$ cat src/rtl/data_stack.sv
// Operand stack feeding the ALU: NOS/TOS are presented combinationally as a/b,
// and BINOP folds the ALU result back into the stack in a single cycle.
module data_stack #(
    parameter int DEPTH = 16,
    parameter int SP_W  = $clog2(DEPTH + 1)
) (
    input  logic            clk,
    input  logic            rst_n,
    input  logic [2:0]      op,
    input  logic [15:0]     push_data,
    input  logic [15:0]     alu_out,
    output logic [15:0]     a,
    output logic [15:0]     b,
    output logic [SP_W-1:0] depth,
    output logic            empty,
    output logic            full,
    output logic            overflow,
    output logic            underflow
);

    localparam int AW = (DEPTH > 1) ? $clog2(DEPTH) : 1;

    typedef enum logic [2:0] {
        OP_NOP   = 3'd0,
        OP_PUSH  = 3'd1,
        OP_POP   = 3'd2,
        OP_POP2  = 3'd3,
        OP_BINOP = 3'd4,
        OP_DUP   = 3'd5
    } op_e;

    logic [15:0]     mem_q [DEPTH];
    logic [SP_W-1:0] depth_q, depth_d;
    logic            ovf_q, ovf_d;
    logic            unf_q, unf_d;

    logic            we;
    logic [AW-1:0]   waddr;
    logic [15:0]     wdata;

    logic            has1, has2, is_full;
    logic [AW-1:0]   top_idx, tos_idx, nos_idx;

    assign has1    = (depth_q >= SP_W'(1));
    assign has2    = (depth_q >= SP_W'(2));
    assign is_full = (depth_q == SP_W'(DEPTH));
    // Indices are only used when the matching depth guard holds, so truncation is safe.
    assign top_idx = AW'(depth_q);
    assign tos_idx = AW'(depth_q - SP_W'(1));
    assign nos_idx = AW'(depth_q - SP_W'(2));

    assign a         = has2 ? mem_q[nos_idx] : '0;
    assign b         = has1 ? mem_q[tos_idx] : '0;
    assign depth     = depth_q;
    assign empty     = !has1;
    assign full      = is_full;
    assign overflow  = ovf_q;
    assign underflow = unf_q;

    always_comb begin
        depth_d = depth_q;
        ovf_d   = ovf_q;
        unf_d   = unf_q;
        we      = 1'b0;
        waddr   = '0;
        wdata   = '0;
        case (op)
            OP_PUSH: begin
                if (!is_full) begin
                    we      = 1'b1;
                    waddr   = top_idx;
                    wdata   = push_data;
                    depth_d = depth_q + SP_W'(1);
                end else begin
                    ovf_d = 1'b1;
                end
            end
            OP_DUP: begin
                if (!has1) begin
                    unf_d = 1'b1;
                end else if (is_full) begin
                    ovf_d = 1'b1;
                end else begin
                    we      = 1'b1;
                    waddr   = top_idx;
                    wdata   = mem_q[tos_idx];
                    depth_d = depth_q + SP_W'(1);
                end
            end
            OP_POP: begin
                if (has1) depth_d = depth_q - SP_W'(1);
                else      unf_d   = 1'b1;
            end
            OP_POP2: begin
                if (has2) depth_d = depth_q - SP_W'(2);
                else      unf_d   = 1'b1;
            end
            OP_BINOP: begin
                if (has2) begin
                    we      = 1'b1;
                    waddr   = nos_idx;
                    wdata   = alu_out;
                    depth_d = depth_q - SP_W'(1);
                end else begin
                    unf_d = 1'b1;
                end
            end
            default: ;
        endcase
    end

    always_ff @(posedge clk) begin
        if (!rst_n) begin
            depth_q <= '0;
            ovf_q   <= 1'b0;
            unf_q   <= 1'b0;
        end else begin
            depth_q <= depth_d;
            ovf_q   <= ovf_d;
            unf_q   <= unf_d;
        end
    end

    // Array is not reset, but a write is still suppressed while reset is asserted.
    always_ff @(posedge clk) begin
        if (rst_n && we) mem_q[waddr] <= wdata;
    end

endmodule
$ cat config.mk
export PLATFORM = sky130hd
export DESIGN_NAME = data_stack
export DESIGN_NICKNAME = d
export VERILOG_FILES = /design/src/rtl/data_stack.sv
export SDC_FILE = /design/constraint.sdc
export NUM_CORES = 1
export LEC_CHECK = 0
export ABC_AREA = 1
export ABC_CLOCK_PERIOD_IN_PS = 4700
export CAP_MARGIN = 0
export CORE_MARGIN = 3
export CORE_UTILIZATION = 60
export CTS_BUF_LIST = sky130_fd_sc_hd__clkbuf_16
export DETAILED_ROUTE_END_ITERATION = 6
export HOLD_SLACK_MARGIN = 0.05
export PLACE_DENSITY_LB_ADDON = 0.08
export SYNTH_ARGS = -nofsm -noshare
export SYNTH_HDL_FRONTEND = slang
export SYNTH_SLANG_ARGS = --single-unit
export TNS_END_PERCENT = 20
$ cat constraint.sdc
create_clock -name clk -period 4.7 [get_ports clk]
set_input_delay 0.705 -clock clk [delete_from_list [all_inputs] [get_ports clk]]
set_output_delay 0.705 -clock clk [all_outputs]
set_load 0.05 [all_outputs]
### Word-level counts from Yosys, hierarchy flattened

Memories as Yosys holds them, arrays and structs flattened.
Index checks and enable logic that the tools add are counted.

| storage, ports and cells | value |
|---|---|
| flip-flop bits (word level) | 7 |
| bits in writable memories | 256 |
| bits of input ports | 37 |
| output and inout port bits | 41 |
| word-level logic and storage cells | 60 |
| memories | 1 |

| cells by class | value |
|---|---|
| add/subtract/negate cells | 3 |
| magnitude comparators | 2 |
| eq/ne operators | 12 |
| mux-type cells | 29 |
| reduce and logical (&&, ||, !) cells | 10 |

Memories:

| memory | words | width | read ports | clocked after memory_dff | wr ports | RTL line | source |
|---|---|---|---|---|---|---|---|
| mem_q | 16 | 16 | 2 | 0 | 1 | 32 | `logic [15:0] mem_q [DEPTH];` |

Operator list:

| cell | number |
|---|---|
| two-way mux 16 bit | 6 |
| one-hot mux 16 bit (3 select lines) | 1 |
| two-way mux 5 bit | 5 |
| one-hot mux 5 bit (5 select lines) | 1 |
| two-way mux 4 bit | 3 |
| != test 2 bit, second input constant | 6 |
| one-hot mux 4 bit (3 select lines) | 1 |
| two-way mux 1 bit | 9 |
| equality test 3 x 2 -> 1 bit, second input constant | 2 |
| equality test 3 bit, second input constant | 2 |
| adder 5 x 1 -> 5 bit, second input constant | 1 |
| equality test 5 bit, second input constant | 1 |
| greater-or-equal comparator 5 x 1 -> 1 bit, second input constant | 1 |
| greater-or-equal comparator 5 x 2 -> 1 bit, second input constant | 1 |
| AND reduction 5 bit | 1 |
| nonzero test 5 bit | 1 |
| subtractor 5 x 1 -> 5 bit, second input constant | 1 |
| subtractor 5 x 2 -> 5 bit, second input constant | 1 |
| one-hot mux 1 bit (2 select lines) | 2 |
| nonzero test 2 bit | 2 |
| OR reduction 2 bit | 2 |
| equality test 3 x 1 -> 1 bit, second input constant | 1 |
| one-hot mux 1 bit (3 select lines) | 1 |
| AND reduction 3 bit | 1 |
| other kinds (3) | 3 |

### Logic depth before layout (Yosys ltp)

| logic depth | value |
|---|---|
| word-level depth | 7 |
| gate-level depth with buffers | 16 |
| mapped depth without buffers | 12 |

### Worst setup path before layout

OpenSTA, ideal clock, no wires.

| timing | value |
|---|---|
| path type | register -> output |
| from | register depth_q[1] (netlist: depth[1]) |
| to | output b[8] |
| arrival | 3309 ps |
| data required time | 3995 ps |
| setup slack | 686 ps |
| stages on the path, launching flop included | 13 |
| cell sequence | dfxtp_1 buf_2 inv_1 buf_4 buf_2 buf_2 ha_1 buf_2 buf_1 o211ai_1 nand3_1 nand3_1 a21oi_1 |

| between the ends | value |
|---|---|
| cells in the longest elaborated chain, start to end | 3 |
| elaborated cells on any way between the ends | 4 |
| those cells by class | add/sub (1); order compare (1); mux (1); memory (1) |

Ends and longest elaborated chain:

| item | RTL line | source |
|---|---|---|
| start, declared | 33 | `logic [SP_W-1:0] depth_q, depth_d;` |
| start signal, assigned | 118 | `depth_q <= depth_d;` |
| subtractor 5 x 1 -> 5 bit | n/a |  |
| memory read (16 x 16 bit) | n/a |  |
| two-way mux 16 bit (*) | 53 | `assign b = has1 ? mem_q[tos_idx] : '0;` |
| end, declared | 13 | `output logic [15:0] b,` |

Mark *: on every way between the ends. The rest lies on a longest branch, timed or not.

### Final worst setup path

| timing | value |
|---|---|
| from | register depth_q[1] (netlist: depth[1]) |
| to | output b[1] |

Same word-level chain as after synthesis.

==> impl_metrics.json <==
{
  "core.rowCount": 55,
  "drt_first_pass_iters": 6,
  "die-width_microns": 160.0,
  "synthDominantAreaCellType": "sky130_fd_sc_hd__edfxtp_1",
  "post_synth_inst_count": 1595,
  "synth-warning-count": 0,
  "initial_utilization_pct": 61.92,
  "cpMostUsedCell": "sky130_fd_sc_hd__buf_4",
  "totalNegativeSetupSlack_ns": 0,
  "setup.worst_path.start_class": "register",
  "tritoncts_num_sinks": 263,
  "grt_pass1_vias": 11500,
  "number_of_buffers_created_by_cts": 28,
  "worstPathCellList": "inv_1 > buf_4 > ha_2 > buf_4 > buf_4 > a21oi_1 > o21ai_0 > nand3_1 > nand3_1 > nand2_1 > nor2_1 > buf_12",
  "post_synth_edffs": 256,
  "vias": 12160,
  "gp_congestion": 0.8951,
  "fraction_of_registers_with_async_set_or_reset_after_synthesis_pct": 0,
  "tritoncts": "built",
  "netlist-cell-type-count": 30,
  "core_area_sq_um": 22980,
  "count_of_antenna_violating_nets_left_after_detailed_routing": 0,
  "timing.hold.worst.class": "register to register",
  "antenna_cells": 0,
  "cts-resized-gates": 0,
  "worst_skew_pair.late_latency_ns": 0.55,
  "final_max_slew_viol_count": 0,
  "postSynthNetCount": 1640,
  "fp.dieH_microns": 160.0,
  "critPathKind": "register to primary output",
  "worstMarginPinSlew_ns": 1.028,
  "avgRoutedWirePerCell_microns": 21.87,
  "grt_util_all_layers_pct": 32.87,
  "cts_hold_buffers": 0,
  "io_buffers": 77,
  "number_of_inserted_filler_cells_in_the_final_layout": 1771,
  "fin_skew_ns": 0.02741,
  "maximum_level_of_the_cts_h_tree": 1,
  "cap_viol_max_count": 0,
  "grt_pass1_wl_microns": 65570,
  "syn-cell-area_sq_um": 14230,
  "vdd_ir_drop_max_mv": 0.5669,
  "critical_path.n_buffers_inverters": 5,
  "finalHoldViolCount": 0,
  "timing.critical_path.fanout_max": 53,
  "clkSlewWorstSetupHoldPaths_ns": 0.06,
  "antenna_found_initial": 0,
  "dominantRegCellSynth": "sky130_fd_sc_hd__edfxtp_1",
  "pin_count_of_the_biggest_net_entering_global_routing": 272,
  "post_cts.repair.setup_buffers": 0,
  "dp.final_hpwl_microns": 26890,
  "ys_ff_latch": 263,
  "achievable-frequency_ghz": 0.2242,
  "area.growth.synth_to_final_pct": 14.11,
  "powerDensity_nw_per_um2": 640.1,
  "placed_area_sq_um": 15390,
  "route.detailed.vias_per_inst": 6.218,
  "power.static_leakage_nw": 6.212,
  "stdcell_area_sq_um": 16240,
  "root_buffer": "sky130_fd_sc_hd__clkbuf_16",
  "finish.net_count": 1665,
  "share_of_cells_above_drive_strength_1_pct": 10.05,
  "cpMaxStageDelayCell": "sky130_fd_sc_hd__dfxtp_4",
  "worst_path_largest_cell_delay_ns": 0.59,
  "fp.dieArea_sq_um": 25600,
  "post_synth_most_frequent_cells": "sky130_fd_sc_hd__edfxtp_1 (256), sky130_fd_sc_hd__o21ai_0 (255), sky130_fd_sc_hd__nand3_1 (212)",
  "worst_ep_arrival_time_ns": 3.76,
  "drc": 0,
  "floorplan.io_pins": 78,
  "setup-violations-final": 0,
  "top_area_cell_type_share_of_the_netlist_area_pct": 54.01,
  "fin_crit_ns": 4.461,
  "yosysSeqAreaShare_pct": 55.00,
  "finalCritPeriodShare_pct": 94.92,
  "drt-total-wl_microns": 42760,
  "grt_setup_unrepaired": "no",
  "cts-root-to-sink-buffers": 3,
  "syn-mean-instance-area_sq_um": 8.923,
  "dr.first_iter.drc_count": 1803,
  "overflow": 0,
  "worst_path_dominant_cell_family": "buffers and inverters",
  "worst-endpoint-required_ns": 3.99,
  "yosys-top-cells-area": "sky130_fd_sc_hd__edfxtp_1 (54%), sky130_fd_sc_hd__o21ai_0 (9.0%), sky130_fd_sc_hd__nand3_1 (7.5%), sky130_fd_sc_hd__a21oi_1 (6.4%), sky130_fd_sc_hd__nand2_1 (4.7%)",
  "slew_headroom_pct": 31.28,
  "synth.most_common_cell": "sky130_fd_sc_hd__edfxtp_1",
  "cp-end-kind": "primary output",
  "status": "complete, no violations"
}
-- layout make-up --
type                            count  area [sq um]  area share [%]
Clock buffer                       29         725.7           4.468
Clock inverter                     23         125.1          0.7704
Inverter                          142         538.0           3.313
Multi-Input combinational cell   1071          5249           32.32
Sequential cell                   263          7835           48.24
Tap cell                          313         391.6           2.411
Timing Repair Buffer              114          1376           8.475
-- logic make-up (layout without fill, tap and decap cells) --
| logic type | Yosys count | count (layout) | synth area share (%) |
|---|---|---|---|
| simple gates | 567 | 567 | 17.81 |
| compound gates | 493 | 493 | 17.75 |
| flops | 263 | 263 | 55.00 |
| buf+inv | 261 | 308 | 8.501 |
| fa+ha+maj | 8 | 8 | 0.7033 |
| xor+xnor | 3 | 3 | 0.2374 |
-- state kept, by name, indices dropped and copies added (netlist names) --
signal	flops
mem_q	256
depth	5
overflow	1
underflow	1
-- layer usage --
layer | global-route usage, % | wire length (microns)
met1 | 45.69 | 16440
met2 | 50.91 | 19260
met3 | 7.886 | 5688
met4 | 11.87 | 1372
met5 | 0 | 0
-- worst min-delay path, cell delays in order (launching register included) --
cell and delay (ns):
sky130_fd_sc_hd__dfxtp_1 0.33, sky130_fd_sc_hd__inv_1 0.06, sky130_fd_sc_hd__a21oi_1 0.05
-- worst paths after layout --
path                  start  slack (ns)  cells past startpoint           to
setup / recovery   depth[1]        0.24                     12         b[1]
hold / removal    underflow        0.48                      2    underflow
setup reg to reg   depth[1]        0.91                     10  mem_q[7][4]
hold reg to reg   underflow        0.48                      2    underflow
-- power by group --
group	internal, mW	switching (mW)	total (mW)
combinational	1.84	3.72	5.56
clock	1.16	0.880	2.04
sequential	2.73	0.0654	2.80
-- cell usage in the layout (no fill, tap or decap), types with 2 or more instances in the layout --
master / n
sky130_fd_sc_hd__o21ai_0: 255
sky130_fd_sc_hd__nand2_4: 2
sky130_fd_sc_hd__inv_1: 141
sky130_fd_sc_hd__inv_4: 2
sky130_fd_sc_hd__dfxtp_1: 5
sky130_fd_sc_hd__clkdlybuf4s50_1: 43
sky130_fd_sc_hd__nand2_1: 180
sky130_fd_sc_hd__xor2_1: 2
sky130_fd_sc_hd__nor2_2: 21
sky130_fd_sc_hd__edfxtp_1: 256
sky130_fd_sc_hd__nand2_2: 6
sky130_fd_sc_hd__buf_12: 33
sky130_fd_sc_hd__nor2_1: 130
sky130_fd_sc_hd__o211ai_1: 21
sky130_fd_sc_hd__buf_4: 38
sky130_fd_sc_hd__ha_1: 7
sky130_fd_sc_hd__dfxtp_4: 2
sky130_fd_sc_hd__clkinv_2: 6
sky130_fd_sc_hd__inv_2: 7
sky130_fd_sc_hd__o21ai_1: 34
sky130_fd_sc_hd__nor2_4: 4
sky130_fd_sc_hd__nand3_2: 7
sky130_fd_sc_hd__clkinv_1: 7
sky130_fd_sc_hd__a21oi_1: 181
sky130_fd_sc_hd__nand4_1: 2
sky130_fd_sc_hd__clkbuf_16: 29
sky130_fd_sc_hd__nand4_2: 2
sky130_fd_sc_hd__nand3_1: 212
-- through the flow --
stage	setup WS [ns]	power, mW	util, %	std cells	hold slack, ns
6_report	0.2389	10.40	70.66	1955	0.4841
3_5_place_dp	0.9092	8.270	66.96	1903	0.4795
5_1_grt	0.08680	10.86	70.66	1955	0.5188
3_3_place_gp	0.9247	8.223	66.96	1903	0.4824
4_1_cts	0.3110	10.32	70.66	1955	0.4892
2_1_floorplan	0.6861	6.095	-	1595	0.6637
Note: power is estimated with default switching activity, not from simulation.
